`src/rtl/free_list.sv`:
```
// Circular FIFO of free physical register tags feeding the rename map table.
// Optional macro FREE_LIST_OVERFLOW_CHECK_EN drops illegal enqueues and raises a sticky overflow_err.
module free_list #(
  parameter int N_WAY     = 2,
  parameter int PRF_SIZE  = 64,
  parameter int ARCH_REGS = 32,
  parameter int PR_BITS   = 6
) (
  input  logic                          clock,
  input  logic                          reset,
  input  logic [N_WAY-1:0]              alloc_req,
  output logic [N_WAY-1:0][PR_BITS-1:0] pr_freelist,
  output logic                          alloc_stall,
  input  logic [N_WAY-1:0]              retire_valid,
  input  logic [N_WAY-1:0][PR_BITS-1:0] retire_told,
  input  logic                          branch_haz,
  output logic [PR_BITS-1:0]            free_count,
  output logic                          overflow_err
);

  localparam int FREE_TOTAL = PRF_SIZE - 1 - ARCH_REGS;
  localparam int IDX_W      = $clog2(FREE_TOTAL);

  logic [PR_BITS-1:0] slot_q [FREE_TOTAL];
  logic [PR_BITS-1:0] slot_d [FREE_TOTAL];
  logic [IDX_W-1:0]   head_q, head_d;
  logic [IDX_W-1:0]   tail_q, tail_d;
  logic [PR_BITS-1:0] count_q, count_d;
  int unsigned        cnt, nreq, ngrant, nenq;

`ifdef FREE_LIST_OVERFLOW_CHECK_EN
  logic               drop;
  logic               overflow_q, overflow_d;
`endif

  // Offsets never exceed N_WAY, so a single conditional subtract is enough.
  function automatic logic [IDX_W-1:0] wrap_add(input logic [IDX_W-1:0] idx,
                                                input int unsigned off);
    int unsigned s;
    s = 32'(idx) + off;
    if (s >= 32'(FREE_TOTAL)) s = s - 32'(FREE_TOTAL);
    return s[IDX_W-1:0];
  endfunction

  // Allocation: requesting ways take consecutive slots from head in way order.
  always_comb begin
    cnt         = 32'(count_q);
    nreq        = 0;
    pr_freelist = '0;
    for (int w = 0; w < N_WAY; w++) begin
      if (alloc_req[w]) begin
        if (nreq < cnt) pr_freelist[w] = slot_q[wrap_add(head_q, nreq)];
        nreq = nreq + 1;
      end
    end
    alloc_stall = (nreq > cnt);
    if (branch_haz) ngrant = 0;
    else            ngrant = (nreq < cnt) ? nreq : cnt;
  end

  // Reclaim: non-null T_old tags are appended at tail; recovery then snaps head to the new tail.
  always_comb begin
    slot_d = slot_q;
    nenq   = 0;
`ifdef FREE_LIST_OVERFLOW_CHECK_EN
    drop   = 1'b0;
`endif
    for (int w = 0; w < N_WAY; w++) begin
      if (retire_valid[w] && (retire_told[w] > PR_BITS'(1))) begin
`ifdef FREE_LIST_OVERFLOW_CHECK_EN
        if ((32'(retire_told[w]) >= 32'(PRF_SIZE)) ||
            (cnt - ngrant + nenq >= 32'(FREE_TOTAL))) begin
          drop = 1'b1;
        end else begin
          slot_d[wrap_add(tail_q, nenq)] = retire_told[w];
          nenq = nenq + 1;
        end
`else
        slot_d[wrap_add(tail_q, nenq)] = retire_told[w];
        nenq = nenq + 1;
`endif
      end
    end
    tail_d = wrap_add(tail_q, nenq);
    if (branch_haz) begin
      head_d  = tail_d;
      count_d = PR_BITS'(FREE_TOTAL);
    end else begin
      head_d  = wrap_add(head_q, ngrant);
      count_d = PR_BITS'(cnt + nenq - ngrant);
    end
  end

  always_ff @(posedge clock) begin
    if (reset) begin
      head_q  <= '0;
      tail_q  <= '0;
      count_q <= PR_BITS'(FREE_TOTAL);
      for (int i = 0; i < FREE_TOTAL; i++) slot_q[i] <= PR_BITS'(ARCH_REGS + 1 + i);
    end else begin
      head_q  <= head_d;
      tail_q  <= tail_d;
      count_q <= count_d;
      slot_q  <= slot_d;
    end
  end

  assign free_count = count_q;

`ifdef FREE_LIST_OVERFLOW_CHECK_EN
  always_comb begin
    overflow_d = overflow_q | drop;
  end

  always_ff @(posedge clock) begin
    if (reset) begin
      overflow_q <= 1'b0;
    end else begin
      overflow_q <= overflow_d;
      if (drop) $error("free_list: enqueue dropped (overflow or out-of-range tag)");
    end
  end

  assign overflow_err = overflow_q;
`else
  assign overflow_err = 1'b0;
`endif

endmodule

```
`config.mk`:
```
export PLATFORM = sky130hd
export DESIGN_NAME = free_list
export DESIGN_NICKNAME = d
export VERILOG_FILES = /design/src/rtl/free_list.sv
export SDC_FILE = /design/constraint.sdc
export NUM_CORES = 1
export LEC_CHECK = 0
export ABC_AREA = 1
export BUFFER_PORTS_ARGS = -buffer_cell sky130_fd_sc_hd__buf_2
export CAP_MARGIN = 20
export CORE_UTILIZATION = 46
export CTS_BUF_LIST = sky130_fd_sc_hd__clkbuf_2 sky130_fd_sc_hd__clkbuf_4 sky130_fd_sc_hd__clkbuf_8
export DETAILED_ROUTE_END_ITERATION = 16
export PLACE_DENSITY = 0.61
export SETUP_SLACK_MARGIN = 0.02
export SLEW_MARGIN = 20
export SYNTH_ARGS = -nofsm -noshare
export SYNTH_HDL_FRONTEND = slang
export SYNTH_SLANG_ARGS = --single-unit
```
`constraint.sdc`:
```
create_clock -name clock -period 7.28 [get_ports clock]
set_input_delay 2.184 -clock clock [delete_from_list [all_inputs] [get_ports clock]]
set_output_delay 2.184 -clock clock [all_outputs]
set_load 0.05 [all_outputs]
```
==> flow_metrics.env, run 1 <==
export IMPL_cp_num_buf_inv=5
export IMPL_cpMostUsedCell="nand3_1"
export IMPL_first_pass_iters=6
export IMPL_first_iter_violations=2626
export IMPL_regArea_mm2=0.00404
export IMPL_cts_buffers_inserted=39
export IMPL_stdcell_count=2865
export IMPL_fillerInstances=3247
export IMPL_tightest_slew_ns=1.17
export IMPL_multiInputGateArea_mm2=0.00970
export IMPL_cts_sinks=202
export IMPL_grt_pass1_vias=15400
export IMPL_wl_mm=62.7
export IMPL_reg2reg_depth=13
export IMPL_grt_max_degree=91
export IMPL_rsz0062_at_grt="false"
export IMPL_path_class="input pin to primary output"
export IMPL_portBuffers=37
export IMPL_synth_ff_type="dfxtp_1"
export IMPL_hold_viol=0
export IMPL_coreArea_mm2=0.0310
export IMPL_wl_per_cell_um=21.9
export IMPL_critPathCaptureType="primary output"
export IMPL_finish_instance_area_mm2=0.0163
export IMPL_crit_arrival_ns=4.94
export IMPL_worstHoldPathCells=4
export IMPL_dp_cells=2792
export IMPL_outcome="completed"
export IMPL_grt_use_total=0.375
export IMPL_slew_headroom=0.222
export IMPL_drc=0
export IMPL_hold_end="slot_q[81]"
export IMPL_met2_usage=0.579
export IMPL_grt_pass1_wl_mm=94.1
export IMPL_dieWidth_um=181
export IMPL_clk_insertion_delay_late_ns=0.55
export IMPL_grt_busiest_layer="met2"
export IMPL_reg2reg_to="slot_q[172]"
export IMPL_hp_start="slot_q[81]"
export IMPL_ff2ff_setup_slack_ns=3.53
export IMPL_place_area_mm2=0.0152
export IMPL_final_antenna_net_count=0
export IMPL_ys_warn_count=0
export IMPL_vias_per_cell=6.08
export IMPL_met3_usage=0.0750
export IMPL_synth_edf_count=0
export IMPL_cpMaxStageDelayCell="ha_4"
export IMPL_clk_pin_slew_ns=0.07
export IMPL_grt_ovfl_total=0
export IMPL_cts_max_level=2
export IMPL_worstPathRequired_ns=5.10
export IMPL_tns_ns=0
export IMPL_postSynthAreaPerCell_um2=5.93
export IMPL_synth_common_cells="785 x nand2_1, 682 x nand3_1, 202 x dfxtp_1"
export IMPL_ios=39
export IMPL_cts_buffer_depth=3
export IMPL_ys_async_sr_fraction=0
export IMPL_dieArea_mm2=0.0326
export IMPL_yosysTopAreaCellShare=0.276
export IMPL_synth_area_leader_cell="dfxtp_1"
export IMPL_synth_area_mm2=0.0147
export IMPL_clockRootBuffer="clkbuf_8"
export IMPL_dp_hpwl_mm=39.9
export IMPL_use_met1=0.500
export IMPL_fmax_mhz=140
export IMPL_globalplace_congestion=0.993
export IMPL_critical_path_top_delay_family="simple AND/OR/NAND/NOR gates"
export IMPL_ys_ff_latch=202
export IMPL_slowest_delay_ns=0.29
export IMPL_die_height_um=181
export IMPL_p_per_area_mw_per_mm2=258
export IMPL_worstPathCellList="buf_2, ha_1, ha_4, ha_1, nand3_1, nor2_1, nand2_1, buf_4, nand3_4, buf_12, buf_12, nand3_1, nand3_1, nand3_1, nand3_1, nand3_1, a21oi_2, buf_6"
export IMPL_finalMaxSlewViolations=0
export IMPL_antenna_cells=0
export IMPL_leakage_nw=8.19
export IMPL_drv_cap=0
export IMPL_setup_violations=0
export IMPL_period_minus_slack_ns=7.12
export IMPL_fin_worst_skew_ns=0.0187
export IMPL_drive_gt1_frac=0.106
export IMPL_yosys_top_cells_area="dfxtp_1 28%, nand3_1 23%, nand2_1 20%"
export IMPL_r2r_start="tail_q[0]"
export IMPL_crit_cells=18
export IMPL_critPathMaxFanout=12
export IMPL_netlist_instances=2472
export IMPL_cts_tree="done"
export IMPL_vias=17400
export IMPL_antenna_found_initial=0
export IMPL_critPathLaunchType="input pin"
export IMPL_area_delta_synth_final_pct=11.4
export IMPL_yosysMostFrequentCell="nand2_1"
export IMPL_final_nets=2502
export IMPL_yosysSeqAreaShare=0.276
export IMPL_synth_distinct_cells=44
export IMPL_min_path_type="flip-flop to flip-flop"
export IMPL_fin_crit_sh=0.978
export IMPL_initial_core_util=0.473
export IMPL_peakVddDrop_v=0.000157
export IMPL_rows=64
## worst max-delay path by stage
stage                 startpoint              end  slack [ns]
floorplan           alloc_req[0]   pr_freelist[8]        0.08
global placement    alloc_req[0]   pr_freelist[9]      -0.009
global route        alloc_req[0]   pr_freelist[9]        0.03
finish              alloc_req[0]   pr_freelist[6]        0.16
detailed placement  alloc_req[0]  pr_freelist[10]       -0.04
CTS                 alloc_req[0]  pr_freelist[10]        0.02
## state kept, by name (all words and copies together) (netlist names)
signal      cells
slot_q        186
free_count      6
head_q          5
tail_q          5
## layout by cell type, fill, tap and decap left out, types with 15 or more instances in the layout
cell type	n
a21oi_1	20
buf_2	31
buf_4	50
clkbuf_8	50
dfxtp_1	202
ha_1	31
inv_1	74
inv_2	18
nand2_1	780
nand2_2	15
nand3_1	679
nor2_1	167
o21ai_0	167
o21ai_1	21
xor2_1	15
## metrics by stage
step | setup WS [ns] | util | total power [mW] | hold WS, ns
floorplan | 0.0803 | - | 2.34 | 0.544
global placement | -0.00902 | 0.492 | 2.85 | 0.561
global route | 0.0314 | 0.527 | 4.42 | 0.625
detailed placement | -0.0385 | 0.492 | 2.86 | 0.569
finish | 0.158 | 0.527 | 4.22 | 0.580
CTS | 0.0164 | 0.518 | 4.07 | 0.580
## tightest hold or removal path: cells and delay by family (launching register included)
family        cells  cell delay [ns]
flops             1             0.33
simple gates      4             0.22
## power breakdown
group          internal, mW  switching (mW)  total (mW)
Combinational         0.570            1.21        1.78
Clock                 0.700           0.521        1.22
Sequential             1.15          0.0659        1.22
## per-layer routing
layer	up-vias	routed length, µm
met5	-	0
met4	0	3190
met3	191	7240
met2	1039	27000
met1	8040	25300
li1	8161	-
## final cells by class
class | count | share of cell area
Clock inverter | 2 | 0.00214
Timing Repair Buffer | 103 | 0.0577
Tap cell | 396 | 0.0303
Inverter | 93 | 0.0215
Sequential cell | 202 | 0.248
Multi-Input combinational cell | 2008 | 0.594
Clock buffer | 61 | 0.0472
## cell families (layout without fill, tap and decap cells)
kind of cell	count (synthesis)	in the layout	share of synthesized area
flops	202	202	0.276
mux	1	1	0.000768
fa+ha+maj	36	36	0.0328
xor+xnor	24	24	0.0174
simple gates	1699	1699	0.511
compound gates	241	241	0.0883
other cells	2	7	0.000512
buf+inv	267	259	0.0737
## repair_timing
| action | in CTS | in global routing |
|---|---|---|
| resized for setup | 3 | 25 |
| hold buffers | 0 | 0 |
| setup endpoints to repair | 3 | 6 |
| buffers inserted | 0 | 3 |
| gates cloned | 0 | 7 |
| hold endpoints to repair | 0 | 0 |
| pin swaps | 0 | 4 |
Power figures use the tool's default switching activity.
==> run 2, diff against run 1 <==
==> constraint.sdc (replaced) <==
create_clock -name clock -period 8.36 [get_ports clock]
set_input_delay 2.508 -clock clock [delete_from_list [all_inputs] [get_ports clock]]
set_output_delay 2.508 -clock clock [all_outputs]
set_load 0.05 [all_outputs]
==> run 2 against run 1 <==
Utilization decreased by 1.2 points. Largest cell class unchanged. Combinational power decreased by 20%. Die area unchanged. Flip-flop and latch count unchanged.
==> flow_metrics.env, run 2 (same netlist as run 1, synthesis figures left out) <==
export IMPL_reg2reg_depth=13
export IMPL_critPathCaptureType="primary output"
export IMPL_tns_ns=0
export IMPL_die_height_um=181
export IMPL_critPathLaunch="alloc_req[0]"
export IMPL_setup_violations=0
export IMPL_rows=64
export IMPL_grt_ovfl_total=0
export IMPL_cts_max_level=2
export IMPL_p_per_area_mw_per_mm2=225
export IMPL_largest_register_ffs=186
export IMPL_grt_pass1_wl_mm=92.7
export IMPL_cts_setup_buffers=0
export IMPL_clockRootBuffer="clkbuf_8"
export IMPL_antenna_cells=0
export IMPL_first_pass_iters=6
export IMPL_cts_tree="done"
export IMPL_portBuffers=37
export IMPL_drc=0
export IMPL_wl_per_cell_um=21.5
export IMPL_vias=17100
export IMPL_max_flop_register="slot_q"
export IMPL_layout_common_cells="781 x nand2_1, 681 x nand3_1, 202 x dfxtp_1"
export IMPL_worstPathRequired_ns=5.85
export IMPL_stdcell_count=2843
export IMPL_antenna_found_initial=0
export IMPL_grt_use_total=0.370
export IMPL_drv_cap=0
export IMPL_clk_insertion_delay_late_ns=0.57
export IMPL_place_area_mm2=0.0151
export IMPL_clk_pin_slew_ns=0.06
export IMPL_hold_ws_ns=0.582
export IMPL_dieArea_mm2=0.0326
export IMPL_critPathLaunchType="input pin"
export IMPL_final_nets=2478
export IMPL_hp_start="slot_q[30]"
export IMPL_finalMaxSlewViolations=0
export IMPL_finish_instance_area_mm2=0.0160
export IMPL_fin_worst_skew_ns=0.0177
export IMPL_dp_cells=2778
export IMPL_vias_per_cell=6.03
export IMPL_drive_gt1_frac=0.0940
export IMPL_wl_mm=61.0
export IMPL_final_common_cell="nand2_1"
export IMPL_cts_buffer_depth=3
export IMPL_path_class="input pin to primary output"
export IMPL_dp_hpwl_mm=39.9
export IMPL_outcome="completed"
export IMPL_coreArea_mm2=0.0310
export IMPL_cts_sinks=202
export IMPL_r2r_start="tail_q[0]"
export IMPL_first_iter_violations=2299
export IMPL_dieWidth_um=181
export IMPL_leakage_nw=8.01
export IMPL_hold_viol=0
export IMPL_initial_core_util=0.473
export IMPL_fin_crit_sh=0.982
export IMPL_crit_arrival_ns=5.70
export IMPL_fmax_mhz=122
export IMPL_rsz0062_at_grt="true"
export IMPL_peakVddDrop_v=0.000153
export IMPL_ios=39
export IMPL_final_antenna_net_count=0
export IMPL_slew_headroom=0.248
export IMPL_period_minus_slack_ns=8.21
export IMPL_area_delta_synth_final_pct=8.89
export IMPL_tightest_slew_ns=1.13
export IMPL_worstHoldPathCells=4
export IMPL_grt_max_degree=78
export IMPL_min_path_type="flip-flop to flip-flop"
export IMPL_globalplace_congestion=1.01
export IMPL_grt_pass1_vias=15700
export IMPL_cts_buffers_inserted=39
export IMPL_critPathMaxFanout=12
[run 2: cell count changes in the layout (fill, tap and decap cells not counted), moves of 3 or more]
cell / delta
a21oi_1: +4
buf_6: -7
buf_4: -15
a21oi_2: -3
buf_2: +5
clkbuf_16: -5
[run 2: worst paths after layout]
kind                      to  slack, ns
max          pr_freelist[10]       0.15
min               slot_q[30]       0.58
max reg2reg       slot_q[51]       4.71
min reg2reg       slot_q[30]       0.58
[run 2: critical path, stage by stage]
cell	delay, ns
buf_2	0.13
ha_1	0.24
ha_1	0.34
ha_1	0.21
nand3_1	0.10
nor2_1	0.05
nand2_1	0.15
nand2_1	0.19
o21ai_2	0.44
buf_4	0.30
nand3_1	0.11
nand3_1	0.15
nand3_1	0.14
a21oi_2	0.31
buf_2	0.33
[run 2: per-stage QoR]
stage / worst slack, ns / power, mW / util
after floorplan: 0.512 / 2.04 / -
after global placement: 0.248 / 2.45 / 0.488
after detailed placement: 0.209 / 2.46 / 0.488
after CTS: 0.214 / 3.55 / 0.515
after global routing: 0.00859 / 3.76 / 0.515
final: 0.152 / 3.59 / 0.515
[run 2: routing by layer]
layer / wire length (µm) / GRT usage / share of wire / vias up
met5: 0 / 0 / 0 / -
met4: 3400 / 0.208 / 0.056 / 0
met3: 6190 / 0.0618 / 0.10 / 178
met2: 26200 / 0.572 / 0.43 / 946
met1: 25200 / 0.489 / 0.41 / 7904
li1: - / - / - / 8114
[run 2: report_power, final]
| part | leakage, nW | switching (mW) | internal [mW] |
|---|---|---|---|
| clock network | 0.445 | 0.463 | 0.638 |
| registers | 1.64 | 0.0535 | 1.00 |
| logic | 5.93 | 1.01 | 0.421 |
| total | 8.01 | 1.52 | 2.06 |
[run 2: area by class of cell]
class                   instances  area (µm²)
repair buffers                 79         591
well taps                     396         495
multi-input cells            2008        9640
clock inverters                 5        75.1
fillers                      3205       15000
flip-flops and latches        202        4040
inverters                      93         352
clock buffers                  60         763
[run 2: what timing repair did]
item / in CTS / in global routing
hold buffers: 0 / 0
endpoints found under the hold margin: 0 / 0
gates resized for setup: 0 / 3
setup endpoints to repair: 0 / 2
